### src/rtl/output_conditioner_if.sv
// Core-side bundle for output_conditioner: level/pulse requests in, pin drive and status out.
`timescale 1ns/1ps
interface output_conditioner_if;
    logic desired;
    logic pulsereq;
    logic pin;
    logic positiveedge;
    logic negativeedge;
    logic busy;
    logic overrun;

    modport master (
        output desired,
        output pulsereq,
        input  pin,
        input  positiveedge,
        input  negativeedge,
        input  busy,
        input  overrun
    );

    modport slave (
        input  desired,
        input  pulsereq,
        output pin,
        output positiveedge,
        output negativeedge,
        output busy,
        output overrun
    );
endinterface

### src/rtl/output_conditioner.sv
// Pin driver that holds every level for at least HOLDTIME clocks and emits registered edge flags.
// Define OUTCOND_SYNC_EN to add 2-flop synchronizers and a pulsereq edge detector on the inputs.
`timescale 1ns/1ps
module output_conditioner #(
    parameter int counterwidth = 3,
    parameter int HOLDTIME     = 3
) (
    input  logic                 clk,
    input  logic                 reset,
    output_conditioner_if.slave  bus
);

    typedef enum logic [1:0] {
        IDLE  = 2'd0,
        HOLD  = 2'd1,
        PULSE = 2'd2
    } state_t;

    localparam logic [counterwidth-1:0] CNT_ONE  = counterwidth'(1);
    localparam logic [counterwidth-1:0] CNT_MAX  = '1;
    localparam logic [counterwidth-1:0] HOLD_CNT = counterwidth'(HOLDTIME);

    logic desired_in;
    logic request_in;

`ifdef OUTCOND_SYNC_EN
    logic [1:0] des_sync_q, des_sync_d;
    logic [1:0] req_sync_q, req_sync_d;
    logic       req_prev_q, req_prev_d;

    always_comb begin
        des_sync_d = {des_sync_q[0], bus.desired};
        req_sync_d = {req_sync_q[0], bus.pulsereq};
        req_prev_d = req_sync_q[1];
    end

    always_ff @(posedge clk) begin
        if (reset) begin
            des_sync_q <= 2'b00;
            req_sync_q <= 2'b00;
            req_prev_q <= 1'b0;
        end else begin
            des_sync_q <= des_sync_d;
            req_sync_q <= req_sync_d;
            req_prev_q <= req_prev_d;
        end
    end

    // A held-high request counts once: only its synchronized rising edge is a request.
    assign desired_in = des_sync_q[1];
    assign request_in = req_sync_q[1] & ~req_prev_q;
`else
    assign desired_in = bus.desired;
    assign request_in = bus.pulsereq;
`endif

    state_t                  state_q, state_d;
    logic [counterwidth-1:0] counter_q, counter_d;
    logic                    pending_q, pending_d;
    logic                    pin_q, pin_d;
    logic                    posedge_q, posedge_d;
    logic                    negedge_q, negedge_d;
    logic                    busy_q, busy_d;
    logic                    overrun_q, overrun_d;
    logic [counterwidth-1:0] counter_inc;

    assign counter_inc = (counter_q == CNT_MAX) ? counter_q : counter_q + CNT_ONE;

    always_comb begin
        state_d   = state_q;
        counter_d = counter_q;
        pending_d = pending_q;
        pin_d     = pin_q;
        overrun_d = 1'b0;

        case (state_q)
            IDLE: begin
                if (desired_in != pin_q) begin
                    // Level change beats a simultaneous pulse; the pulse waits in pending.
                    pin_d     = desired_in;
                    counter_d = CNT_ONE;
                    state_d   = HOLD;
                    if (request_in) begin
                        if (pending_q) overrun_d = 1'b1;
                        else           pending_d = 1'b1;
                    end
                end else if (request_in || pending_q) begin
                    pin_d     = ~pin_q;
                    counter_d = CNT_ONE;
                    state_d   = PULSE;
                    // Serving the stored pulse while a new one arrives re-queues the new one.
                    pending_d = request_in && pending_q;
                end
            end

            HOLD: begin
                if (counter_q == HOLD_CNT) state_d   = IDLE;
                else                       counter_d = counter_inc;
                if (request_in) begin
                    if (pending_q) overrun_d = 1'b1;
                    else           pending_d = 1'b1;
                end
            end

            PULSE: begin
                if (counter_q == HOLD_CNT) begin
                    pin_d     = desired_in;
                    counter_d = CNT_ONE;
                    state_d   = HOLD;
                end else begin
                    counter_d = counter_inc;
                end
                if (request_in) begin
                    if (pending_q) overrun_d = 1'b1;
                    else           pending_d = 1'b1;
                end
            end

            default: begin
                state_d = IDLE;
            end
        endcase

        posedge_d = pin_d & ~pin_q;
        negedge_d = ~pin_d & pin_q;
        busy_d    = (state_d != IDLE);
    end

    always_ff @(posedge clk) begin
        if (reset) begin
            state_q   <= IDLE;
            counter_q <= '0;
            pending_q <= 1'b0;
            pin_q     <= 1'b0;
            posedge_q <= 1'b0;
            negedge_q <= 1'b0;
            busy_q    <= 1'b0;
            overrun_q <= 1'b0;
        end else begin
            state_q   <= state_d;
            counter_q <= counter_d;
            pending_q <= pending_d;
            pin_q     <= pin_d;
            posedge_q <= posedge_d;
            negedge_q <= negedge_d;
            busy_q    <= busy_d;
            overrun_q <= overrun_d;
        end
    end

    assign bus.pin          = pin_q;
    assign bus.positiveedge = posedge_q;
    assign bus.negativeedge = negedge_q;
    assign bus.busy         = busy_q;
    assign bus.overrun      = overrun_q;

endmodule

### src/flat_wrapper.sv
// flat-port wrapper written by rule: the top's interface ports become plain ports
module output_conditioner_flat 
#(
    parameter int counterwidth = 3,
    parameter int HOLDTIME     = 3
)
  (clk, reset, bus_desired, bus_pulsereq, bus_pin, bus_positiveedge, bus_negativeedge, bus_busy, bus_overrun);
  output_conditioner_if bus_i ();
  input  logic clk;
  input  logic reset;
  input wire logic [$bits(bus_i.desired)-1:0] bus_desired;
  input wire logic [$bits(bus_i.pulsereq)-1:0] bus_pulsereq;
  output wire logic [$bits(bus_i.pin)-1:0] bus_pin;
  output wire logic [$bits(bus_i.positiveedge)-1:0] bus_positiveedge;
  output wire logic [$bits(bus_i.negativeedge)-1:0] bus_negativeedge;
  output wire logic [$bits(bus_i.busy)-1:0] bus_busy;
  output wire logic [$bits(bus_i.overrun)-1:0] bus_overrun;
  assign bus_i.desired = bus_desired;
  assign bus_i.pulsereq = bus_pulsereq;
  assign bus_pin = bus_i.pin;
  assign bus_positiveedge = bus_i.positiveedge;
  assign bus_negativeedge = bus_i.negativeedge;
  assign bus_busy = bus_i.busy;
  assign bus_overrun = bus_i.overrun;
  output_conditioner #(.counterwidth(counterwidth), .HOLDTIME(HOLDTIME)) u_core (.clk(clk), .reset(reset), .bus(bus_i));
endmodule
### config.mk
export PLATFORM = sky130hd
export DESIGN_NAME = output_conditioner_flat
export DESIGN_NICKNAME = d
export VERILOG_FILES = /design/src/rtl/output_conditioner_if.sv /design/src/rtl/output_conditioner.sv /design/src/flat_wrapper.sv
export SDC_FILE = /design/constraint.sdc
export NUM_CORES = 1
export LEC_CHECK = 0
export CAP_MARGIN = 20
export CELL_PAD_IN_SITES_DETAIL_PLACEMENT = 1
export CELL_PAD_IN_SITES_GLOBAL_PLACEMENT = 1
export CORE_MARGIN = 4
export CORE_UTILIZATION = 35
export CTS_CLUSTER_DIAMETER = 80
export DETAILED_ROUTE_END_ITERATION = 16
export GPL_ROUTABILITY_DRIVEN = 0
export GPL_TIMING_DRIVEN = 0
export HOLD_SLACK_MARGIN = 0.08
export PLACE_DENSITY_LB_ADDON = 0.1
export SYNTH_ARGS = -nofsm -noshare
export SYNTH_HDL_FRONTEND = slang
export SYNTH_SLANG_ARGS = --single-unit
export TNS_END_PERCENT = 50
### constraint.sdc
create_clock -name clk -period 1.55 [get_ports clk]
set_input_delay 0.465 -clock clk [delete_from_list [all_inputs] [get_ports clk]]
set_output_delay 0.465 -clock clk [all_outputs]
set_load 0.02 [all_outputs]
==> flow_summary.toml <==
[clocking]
holdBufCountCts = 0
clk_latency_ns = 0.27
cts_inserted_buffers = 3
cts.reportedPaths.clkPinSlew_ns = 0.07
cts_buffer_depth = 2
htree_levels = 1
cts_tree = "done"
cts.sink_count = 11
cts_root_buffer = "clkbuf_4"

[synthesis]
synthCells = 74
netlist_top_cells_area = "dfxtp_1 (34%), ha_1 (12%), a21oi_1 (6.9%)"
ys_seq_area_share_pct = 33.8
yosysUniqueCellTypes = 33
synth_edf_count = 0
synthFlopType = "dfxtp_1"
yosysWarnings = 0
synth_top_area_share_pct = 33.8
synth_seq_cells = 11
syn-mean-instance-area_sq_um = 8.79
netlist.top_cell.by_area = "dfxtp_1"
synth_fp_nets = 84
synth_area_sq_um = 651
synthArstFlopShare_pct = 0

[cells_and_area]
utilization_pct = 48.9
num-fill-cells = 209
layout.nets = 98
syn2layout_area_growth_pct = 31.2
final_cells = 112
finalInstanceArea_sq_um = 853
layout-drive-gt1-share_pct = 27.6
diodes = 0

[global_route]
overflow = 0
grt_max_degree = 9
grt_pass1_vias = 569
grt_pass1_wl_um = 2650
gr-usage-all-layers_pct = 13.8
grt_antenna_before_repair = 0
top_usage_layer = "met2"
grtUsageMet3_pct = 6.12
grtUsageMet2_pct = 20.2
grt_use_met1_pct = 18.2

[timing]
fin_skew_ns = 0.00519
worstMarginPinSlew_ns = 0.354
hold_viol_final = 0
rsz0062_at_grt = "yes"
holdWs_ns = 0.558
period_needed_ns = 1.51
setup_viol = 0
timing.fmax_mhz = 663
slew_violations = 0
fin_crit_sh_pct = 97.2
slew_headroom_pct = 76.3

[die]
core_sq_um = 1750
die_area_sq_um = 2610
fp-row-count = 15
die_w_um = 51.1
pin_count = 9
start_util_pct = 37.3
die_y_um = 51.1

[pwr]
power_uw = 1740
max-vdd-ir-drop_mv = 0.952
leakagePower_uw = 0.000341
p_per_area_nw_per_um2 = 2040

[outcome]
status = "finished, final reports clean"

[setup_path]
critical_path.slowest_cell = "dfxtp_4"
critPathTopFamily = "compound AO/OA/AOI/OAI gates"
worstPathArrival_ns = 1.65
cp-end-kind = "flop"
crit_required_ns = 1.70
crit_buf_inv = 0
max_stage_delay_ns = 0.37
worst-path-max-fanout = 6
crit_type = "flop to flop"
cp_cell_sequence = "ha_4 > nor2b_4 > a22o_1 > a221o_1 > nor3b_1"
critPathLaunchType = "flop"

[place]
dp.cells = 107
place_area_sq_um = 762
hpwl_um = 1100
numPortBuffers = 8

[routing]
wl_um = 1540
drc_errors = 0
drt-pass1-iter-count = 4
final_antenna_net_count = 0
avgViaCountPerCell = 5.16
drt_iter0_drc = 7
vias = 578
wl_per_cell_um = 13.8

[worst_hold_path]
hold_class = "flop to flop"

[job]
max-cap-violations = 0
-- worst register-to-register path: cells and delay by family, from the launching register on --
kind	cells	cell delay (ns)
AOI/OAI and AO/OA	2	0.56
DFF	1	0.37
and+or+nand+nor	2	0.29
adders and majority gates	1	0.18
-- sequential cells by signal, indices dropped and copies added (netlist names) --
signal and cells:
u_core.counter_q 3, u_core.state_q 2, u_core.bus.busy 1, u_core.bus.negativeedge 1
u_core.bus.overrun 1, u_core.bus.pin 1, u_core.bus.positiveedge 1, u_core.pending_q 1
-- kinds of logic (layout without fill, tap and decap cells) --
| kind of cell | count (synthesis) | count (layout) | share of synthesized area (%) |
|---|---|---|---|
| AOI/OAI and AO/OA | 25 | 25 | 24.8 |
| xor gates and xnor gates | 2 | 2 | 2.69 |
| adders and majority gates | 6 | 6 | 11.5 |
| buffers and inverters | 7 | 20 | 4.62 |
| DFF | 11 | 11 | 33.8 |
| muxes | 1 | 1 | 1.54 |
| and+or+nand+nor | 22 | 22 | 21.0 |
-- placed cells by master, fill, tap and decap left out, types with 2 or more instances in the layout --
master / Yosys / routed
ha_2: 0 / 2
nor2_1: 6 / 5
nor3b_2: 1 / 2
o21ai_0: 4 / 3
inv_1: 6 / 4
o21ai_1: 2 / 2
ha_1: 6 / 2
a21oi_1: 9 / 9
dlygate4sd2_1: 0 / 7
ha_4: 0 / 2
dfxtp_4: 0 / 3
clkbuf_4: 0 / 3
dfxtp_1: 11 / 7
nand2_1: 2 / 2
buf_4: 1 / 2
nor3_1: 3 / 3
-- per-stage QoR --
| step | setup slack, ns | TNS, ns |
|---|---|---|
| 5_1_grt | -0.0261 | -0.0654 |
| 4_1_cts | 0.0166 | 0 |
| 3_3_place_gp | -0.375 | -3.24 |
| 2_1_floorplan | 0.0701 | 0 |
| 6_report | 0.0428 | 0 |
| 3_5_place_dp | -0.386 | -3.31 |
-- path summary, 6_finish.rpt --
check                      start                       to  slack, ns  cells after the start
max          u_core.counter_q[0]  u_core.bus.positiveedge       0.04                      5
min            u_core.state_q[0]        u_core.state_q[0]       0.56                      2
max reg2reg  u_core.counter_q[0]  u_core.bus.positiveedge       0.04                      5
min reg2reg    u_core.state_q[0]        u_core.state_q[0]       0.56                      2
-- cell type report --
type | instances | area (sq um) | share of cell area [%]
multi-input combinational | 56 | 452 | 52.9
inverter | 6 | 25.0 | 2.93
timing repair buffer | 9 | 78.8 | 9.24
tap | 25 | 31.3 | 3.67
clock buffer | 4 | 26.3 | 3.08
buffer | 1 | 7.51 | 0.880
sequential | 11 | 233 | 27.3
-- power breakdown --
part           internal (uW)  switching (uW)
sequential               409            95.0
clock                   99.5            94.2
combinational            494             547
-- metal layers --
layer  wire, um  vias to the layer above
met5          0                        -
met4         12                        0
met3         55                        2
met2        734                        8
met1        740                      277
li1           -                      291
-- what timing repair did --
| action | in CTS | in global routing |
|---|---|---|
| buffers inserted | 0 | 1 |
| gates resized for setup | 13 | 16 |
| pin swaps | 1 | 4 |
| setup endpoints to repair | 12 | 6 |
-- cells in the mapped netlist (all sizes together) (2+ instances only) --
cell type and number:
a211oi 2, a21oi 9, dfxtp 11, ha 6
inv 6, nand2 2, nor2 6, nor2b 2
nor3 3, nor3b 3, o21ai 6
No activity file was read; power rests on OpenSTA's default activity.
